$ cat config.mk
export PLATFORM = sky130hd
export DESIGN_NAME = seven_segment_with_dp_driver
export DESIGN_NICKNAME = d
export VERILOG_FILES = /design/src/rtl/seven_segment_pkg.sv /design/src/rtl/hex_to_seven_segment.sv /design/src/rtl/seven_segment_with_dp_driver.sv
export SDC_FILE = /design/constraint.sdc
export NUM_CORES = 1
export LEC_CHECK = 0
export ABC_CLOCK_PERIOD_IN_PS = 2700
export CORE_UTILIZATION = 35
export CTS_CLUSTER_DIAMETER = 30
export CTS_CLUSTER_SIZE = 24
export DETAILED_ROUTE_END_ITERATION = 8
export DONT_BUFFER_PORTS = 1
export HOLD_SLACK_MARGIN = 0.15
export PLACE_DENSITY = 0.56
export SLEW_MARGIN = 20
export SYNTH_ARGS = -nofsm -noshare
export SYNTH_HDL_FRONTEND = slang
export SYNTH_HIERARCHICAL = 1
export SYNTH_SLANG_ARGS = --single-unit
$ cat constraint.sdc
create_clock -name clock -period 2.7 [get_ports clock]
set_input_delay 0.27 -clock clock [delete_from_list [all_inputs] [get_ports clock]]
set_output_delay 0.27 -clock clock [all_outputs]
set_load 0.1 [all_outputs]
$ cat src/rtl/seven_segment_pkg.sv
// Shared definitions for the multiplexed 7-segment display driver.
//   - NUM_DIGITS_DEFAULT : default number of multiplexed digits
//   - digit code layout  : [3:0] hex value, [4] decimal point, [5] blank
//   - FONT               : active-high segment patterns for 0-F, bits g..a
//   - hex_to_segments()  : hex nibble to active-high segment pattern
package seven_segment_pkg;

    localparam int NUM_DIGITS_DEFAULT = 4;

    localparam int DIGIT_CODE_W = 6;
    localparam int VALUE_LSB    = 0;
    localparam int VALUE_MSB    = 3;
    localparam int DP_BIT       = 4;
    localparam int BLANK_BIT    = 5;

    typedef logic [DIGIT_CODE_W-1:0] digit_code_t;

    // A, C, E, F uppercase; b, d lowercase so they differ from 8 and 0.
    localparam logic [6:0] FONT [0:15] = '{
        7'h3F, 7'h06, 7'h5B, 7'h4F, 7'h66, 7'h6D, 7'h7D, 7'h07,
        7'h7F, 7'h6F, 7'h77, 7'h7C, 7'h39, 7'h5E, 7'h79, 7'h71
    };

    function automatic logic [6:0] hex_to_segments(input logic [3:0] i_hex);
        return FONT[i_hex];
    endfunction

endpackage

$ cat src/rtl/hex_to_seven_segment.sv
// Combinational hex nibble to 7-segment decoder (active-high, bits g..a).
//   i_hex      : 4-bit hex value
//   o_segments : segment pattern, [0]=a .. [6]=g
module hex_to_seven_segment
    import seven_segment_pkg::*;
(
    input  logic [3:0] i_hex,
    output logic [6:0] o_segments
);

    assign o_segments = hex_to_segments(i_hex);

endmodule

$ cat src/rtl/seven_segment_with_dp_driver.sv
// Multiplexed driver for an N-digit 7-segment display with per-digit DP.
// A digit index advances on each next_segment strobe; the selected digit's
// code is decoded and registered together with the one-hot digit select, so
// selector and segments always change on the same edge.
//   clock              : system clock, rising edge
//   resetn             : synchronous active-low reset
//   next_segment       : strobe, advances the digit index once per cycle high
//   digits             : per-digit code, [3:0] value, [4] DP, [5] blank
//   segment_out        : [0]=a .. [6]=g, [7]=dp, polarity per SEGMENT_ACTIVE_HIGH
//   digit_selector_out : one-hot digit enable, polarity per DIGIT_ACTIVE_HIGH
module seven_segment_with_dp_driver
    import seven_segment_pkg::*;
#(
    parameter int NUM_DIGITS          = NUM_DIGITS_DEFAULT,
    parameter bit SEGMENT_ACTIVE_HIGH = 1'b1,
    parameter bit DIGIT_ACTIVE_HIGH   = 1'b1
) (
    input  logic                  clock,
    input  logic                  resetn,
    input  logic                  next_segment,
    input  digit_code_t           digits [0:NUM_DIGITS-1],
    output logic [7:0]            segment_out,
    output logic [NUM_DIGITS-1:0] digit_selector_out
);

    localparam int               IDX_W    = (NUM_DIGITS > 1) ? $clog2(NUM_DIGITS) : 1;
    localparam logic [IDX_W-1:0] LAST_IDX = IDX_W'(NUM_DIGITS - 1);

    logic [IDX_W-1:0]      r_index;
    logic [7:0]            r_segment;
    logic [NUM_DIGITS-1:0] r_selector;

    digit_code_t           w_code;
    logic [6:0]            w_font;
    logic [7:0]            w_seg_lit;
    logic [NUM_DIGITS-1:0] w_sel_lit;

    always_ff @(posedge clock) begin
        if (!resetn) begin
            r_index <= '0;
        end else if (next_segment) begin
            r_index <= (r_index == LAST_IDX) ? '0 : r_index + 1'b1;
        end
    end

    assign w_code = digits[r_index];

    hex_to_seven_segment u_decoder (
        .i_hex      (w_code[VALUE_MSB:VALUE_LSB]),
        .o_segments (w_font)
    );

    // Blank suppresses DP as well; the digit stays selected so the scan
    // duty cycle is unchanged.
    assign w_seg_lit = w_code[BLANK_BIT] ? 8'h00 : {w_code[DP_BIT], w_font};

    always_comb begin
        w_sel_lit          = '0;
        w_sel_lit[r_index] = 1'b1;
    end

    // Polarity is applied here so the pins never glitch through a
    // combinational inverter.
    always_ff @(posedge clock) begin
        if (!resetn) begin
            r_segment  <= {8{~SEGMENT_ACTIVE_HIGH}};
            r_selector <= {NUM_DIGITS{~DIGIT_ACTIVE_HIGH}};
        end else begin
            r_segment  <= SEGMENT_ACTIVE_HIGH ? w_seg_lit : ~w_seg_lit;
            r_selector <= DIGIT_ACTIVE_HIGH ? w_sel_lit : ~w_sel_lit;
        end
    end

    assign segment_out        = r_segment;
    assign digit_selector_out = r_selector;

endmodule

# --- Word level (Yosys, flattened, before mapping) ---
# Memories as Yosys holds them, arrays and structs flattened. A register that Yosys moved wholly into a read port is not among the register bits.
# Index checks and enable logic that the tools add are counted.
totals:
  reg_bits: 14
  mem_bits_ro: 112
  out_inout_bits: 12
  mem_count: 1
memory_table:
  columns: ["name", "depth", "width", "rd", "rd_clocked_by_memory_dff", "wr", "line", "rtl"]
  rows:
  - ["(no name shown)", 16, 7, 1, 1, 0, "seven_segment_pkg.sv:25", "return FONT[i_hex];"]
classes:
  addsub: 1
  n_lt_le_gt_ge: 4
  n_eq_ne: 1
  mux: 8
  n_bitwise: 3
  reduce_logical: 2
op_table:
  columns: ["op", "n"]
  rows:
  - ["$mux W7", 2]
  - ["$bmux W6 S2", 1]
  - ["$mux W6", 2]
  - ["$ge A5 B5 Y1 const B", 1]
  - ["$not A4 Y5", 1]
  - ["$ge A3 B3 Y1 const B", 1]
  - ["$lt A2 B3 Y1 const B", 1]
  - ["$not A2 Y3", 1]
  - ["$add A2 B1 Y2 const B", 1]
  - ["$demux W1 S2", 1]
  - ["$eq A2 B2 Y1 const B", 1]
  - ["$ge A2 B1 Y1 const B", 1]
  - ["$mux W2", 1]
  - ["$reduce_or A2 Y1", 1]
  - ["$logic_and A1 B1 Y1", 1]
  - ["$mux W1", 1]
  - ["$not A1 Y1", 1]

# --- Depth between registers and ports, before layout ---
logic_depth:
  ltp_word: 8
  mapped_depth: 7
  mapped_depth_nobuf: 6

# --- Modules after synthesis ---
# The synthesis kept the hierarchy.
by_module_without_submodules:
  columns: ["mod", "n_inst", "cells_each", "area_each_um2"]
  rows:
  - ["seven_segment_with_dp_driver", 1, 49, 655.6]
  - ["hex_to_seven_segment", 1, 33, 287.8]

# --- Worst setup path before layout ---
# No wires, ideal clock.
synth_timing:
  path_type: "flip-flop to flip-flop"
  startpoint: "reg r_index[0]"
  endpoint: "reg r_segment[3] (netlist: segment_out[3])"
  setup_ps: 115
  t_arrival_ps: 2112
  t_required_ps: 2585
  slack_ps: 473
  stages_incl_launch_ff: 8
  synth_period_minus_slack_ps: 2227
  path_cell_list: "dfxtp_1 > buf_6 > mux4_1 > inv_1 > ha_1 > inv_1 > mux4_1 > and2_1"
synth_via:
  elab_chain_cells: 5
synth_lines:
  columns: ["element", "line", "rtl"]
  rows:
  - ["start: declaration", "seven_segment_with_dp_driver.sv:29", "logic [IDX_W-1:0] r_index;"]
  - ["start signal: assignment", "seven_segment_with_dp_driver.sv:42", "r_index <= (r_index == LAST_IDX) ? '0 : r_index + 1'b1;"]
  - ["$not A2 Y3 (implied by the code)", "seven_segment_with_dp_driver.sv:46", "assign w_code = digits[r_index];"]
  - ["$bmux W6 S2", "seven_segment_with_dp_driver.sv:46", null]
  - ["$mux W6 (implied by the code) (2 in a row)", "seven_segment_with_dp_driver.sv:46", null]
  - ["net w_code[1]", "seven_segment_with_dp_driver.sv:33", "digit_code_t w_code;"]
  - ["$not A4 Y5 (implied by the code)", "seven_segment_pkg.sv:25", null]
  - ["end: declaration", "seven_segment_with_dp_driver.sv:30", "logic [7:0] r_segment;"]
# The timed path passes the listed nets, and every way through them passes these cells. The select of a mux whose other input is x is not followed.
# A chain may end at the register's enable or synchronous reset.

# --- Final worst setup path ---
# Ends and elaborated chain as after synthesis.

==> load_flow_metrics.sql <==
INSERT INTO impl_metrics (metric_group, metric, value, unit) VALUES
('logic_synthesis', 'synth.distinct_cells', '24', ''),
('drt', 'ant_nets', '0', ''),
('drt', 'avgViaCountPerCell', '5.07', ''),
('setup_path', 'crit_startpoint', 'r_index[0]', ''),
('global_routing', 'antenna_found_initial', '0', ''),
('drt', 'drt_drc_violations_left', '0', ''),
('setup_path', 'critPathLaunchType', 'register', ''),
('logic_synthesis', 'synth_largest_type_area_fraction', '29.7', '%'),
('setup_path', 'r2r_setup_slack', '0.47', 'ns'),
('setup_path', 'crit_slowest_cell', 'sky130_fd_sc_hd__mux4_1', ''),
('cts', 'cts_root_buf', 'sky130_fd_sc_hd__clkbuf_4', ''),
('floorplan', 'fp.dieArea', '0.00291', 'sq mm'),
('cts', 'clk_latency', '0.28', 'ns'),
('place', 'dp_slack', '0.490', 'ns'),
('drt', 'num_vias', '583', ''),
('logic_synthesis', 'synth_top_cells_by_area', 'sky130_fd_sc_hd__dfxtp_1 (30%), sky130_fd_sc_hd__ha_1 (15%), sky130_fd_sc_hd__mux4_1 (14%)', ''),
('run', 'max-cap-violations', '0', ''),
('cts', 'h-tree-depth', '1', ''),
('cts', 'tritoncts.num_buffers', '3', ''),
('timing', 'timing.final.hold_violations', '0', ''),
('timing', 'finalCritPeriodShare', '82.6', '%'),
('global_routing', 'grt_overflow_total', '0', ''),
('timing', 'grt_setup_unrepaired', 'no', ''),
('setup_path', 'required_worst_endpoint', '2.88', 'ns'),
('cts', 'cts_resized', '0', ''),
('global_routing', 'global_route_wire_length_before_repair', '2620', 'um'),
('power', 'fin_total_pwr', '0.000690', 'W'),
('floorplan', 'die_w', '53.9', 'um'),
('timing', 'max_slew.worst_pin.slew', '0.940', 'ns'),
('setup_path', 'criticalPathCategory', 'register to register', ''),
('logic_synthesis', 'netlist_area', '943', 'sq um'),
('place', 'place_hpwl', '1260', 'um'),
('place', 'number_of_port_buffers', '0', ''),
('timing', 'worst_slew_margin_rel', '37.2', '%'),
('logic_synthesis', 'synth.yosys.seq_area_share', '29.7', '%'),
('setup_path', 'cp_cell_sequence', 'mux4_1, inv_1, ha_1, inv_1, mux4_1, and2_1', ''),
('floorplan', 'die_height', '53.9', 'um'),
('power', 'power_per_cell_area', '683', 'mW/mm^2'),
('global_routing', 'grt_max_degree', '15', ''),
('floorplan', 'fp.coreArea', '0.00252', 'sq mm'),
('logic_synthesis', 'synth_nets', '120', ''),
('setup_path', 'setup.worst_path.end_class', 'register', ''),
('timing', 'setup-tns-final', '0', 'ns'),
('floorplan', 'core.rowCount', '18', ''),
('global_routing', 'grt_pass1_vias', '580', ''),
('final_layout', 'layout.core_utilization', '40.0', '%'),
('logic_synthesis', 'synth_warnings', '6', ''),
('power', 'peak_vdd_ir', '0.424', 'mV'),
('drt', 'initialDrtViolationCount', '11', ''),
('timing', 'period_minus_slack', '2.23', 'ns'),
('setup_path', 'worst-path-max-fanout', '5', ''),
('setup_path', 'crit-reg2reg-launch', 'r_index[0]', ''),
('logic_synthesis', 'synthesis.instances', '82', ''),
('setup_path', 'regToRegEndpoint', 'segment_out[3]', ''),
('place', 'postPlaceCellArea', '963', 'sq um'),
('power', 'power.static_leakage', '0.431', 'nW'),
('drt', 'totalWireLength', '1580', 'um'),
('final_layout', 'final_cell_area', '0.00101', 'sq mm'),
('global_routing', 'globalRouteTotalUtil', '13.0', '%'),
('logic_synthesis', 'synthesis.area_per_instance', '11.5', 'sq um'),
('run_status', 'run_status', 'completed', ''),
('logic_synthesis', 'synth_top_area_cell', 'sky130_fd_sc_hd__dfxtp_1', ''),
('floorplan', 'initial_util', '37.4', '%'),
('timing', 'largest_clock_skew_in_the_final_design', '0.00116', 'ns'),
('min_path', 'worstHoldPathType', 'input pin to register', ''),
('final_layout', 'num_antenna_cells', '0', ''),
('timing', 'setup_viol_count_final', '0', ''),
('final_layout', 'synthToLayoutAreaGrowth', '7.03', '%'),
('logic_synthesis', 'yosys_register_bits', '14', ''),
('final_layout', 'num-fill-cells', '250', ''),
('timing', 'maxClockFrequency', '0.448', 'GHz');
repair_timing:
item / 4_1_cts / 5_1_grt
hold buffers: 1 / 0
buffers inserted: 0 / 0
endpoints found under the hold margin: 6 / 0
metal layers:
layer	global-route usage, %	part of all wire, %	wire length (um)	vias to the layer above
met4	2.63	0	0	0
met2	19.8	44	699	36
met5	0	0	0	-
met1	17.2	47	739	254
met3	5.08	8.7	137	0
li1	-	-	-	293
sequential cells by signal (all words and copies together), names as in the netlist:
| register | count |
|---|---|
| digit_selector_out | 4 |
| r_index | 2 |
| segment_out | 8 |
synthesized netlist by cell type, drive strengths merged:
cell and count:
dfxtp 14, and2 12, ha 11, inv 7
mux4 6, mux2 5, buf 4, mux2i 4
a21oi 3, nor2b 3, nand2 2, nor3 2
or2b 2, a31o 1, nand2b 1, nand3b 1
nor2 1, o22ai 1, o31a 1, o32a 1
how the worst min path moves through the flow:
stage | startpoint | end | cells past startpoint
4_1_cts | next_segment | r_index[1] | 2
3_3_place_gp | resetn | digit_selector_out[1] | 1
2_1_floorplan | resetn | digit_selector_out[0] | 1
3_5_place_dp | resetn | digit_selector_out[0] | 1
6_report | next_segment | r_index[1] | 2
5_1_grt | next_segment | r_index[1] | 2
cell usage in the layout, fill, tap and decap left out, drive strengths merged:
| cell | Yosys | routed |
|---|---|---|
| a21oi | 3 | 3 |
| a31o | 1 | 1 |
| and2 | 12 | 12 |
| buf | 4 | 2 |
| clkbuf | 0 | 4 |
| dfxtp | 14 | 14 |
| dlygate4sd3 | 0 | 1 |
| ha | 11 | 11 |
| inv | 7 | 7 |
| mux2 | 5 | 5 |
| mux2i | 4 | 4 |
| mux4 | 6 | 6 |
| nand2 | 2 | 2 |
| nand2b | 1 | 1 |
| nand3b | 1 | 1 |
| nor2 | 1 | 1 |
| nor2b | 3 | 3 |
| nor3 | 2 | 2 |
| o22ai | 1 | 1 |
| o31a | 1 | 1 |
| o32a | 1 | 1 |
| or2b | 2 | 2 |
area by class of cell:
type	count	area [sq um]	share of cell area (%)
clock buffer	4	36.3	3.59
sequential	14	280	27.8
tap	30	37.5	3.72
inverter	7	26.3	2.60
timing repair buffer	3	25.0	2.48
multi-input combinational	57	604	59.9
kinds of logic (layout without fill, tap and decap cells):
kind of cell               Yosys count  after routing  synth area share, %
AOI/OAI and AO/OA                    7              7                 6.76
buffers and inverters               11             14                 6.23
muxes                               15             15                 27.3
DFF                                 14             14                 29.7
and+or+nand+nor                     24             24                 15.4
adders and majority gates           11             11                 14.6
where the power goes:
| part | switching (W) | internal (W) |
|---|---|---|
| logic | 0.0000771 | 0.0000867 |
| clock network | 0.0000716 | 0.0000820 |
| registers | 0.000145 | 0.000228 |
| total | 0.000293 | 0.000396 |
per-stage QoR:
step,hold slack (ns),std cells
final,0.191,115
after global routing,0.185,115
after CTS,0.181,115
after detailed placement,0.398,110
after global placement,0.398,110
after floorplan,0.392,82
worst max-delay path: cells and delay by family, from the launching register on:
kind,cells,cell delay [ns]
DFF,1,0.39
adders and majority gates,1,0.25
and+or+nand+nor,1,0.15
buffers and inverters,2,0.22
muxes,2,1.13
Power figures use the tool's default switching activity.
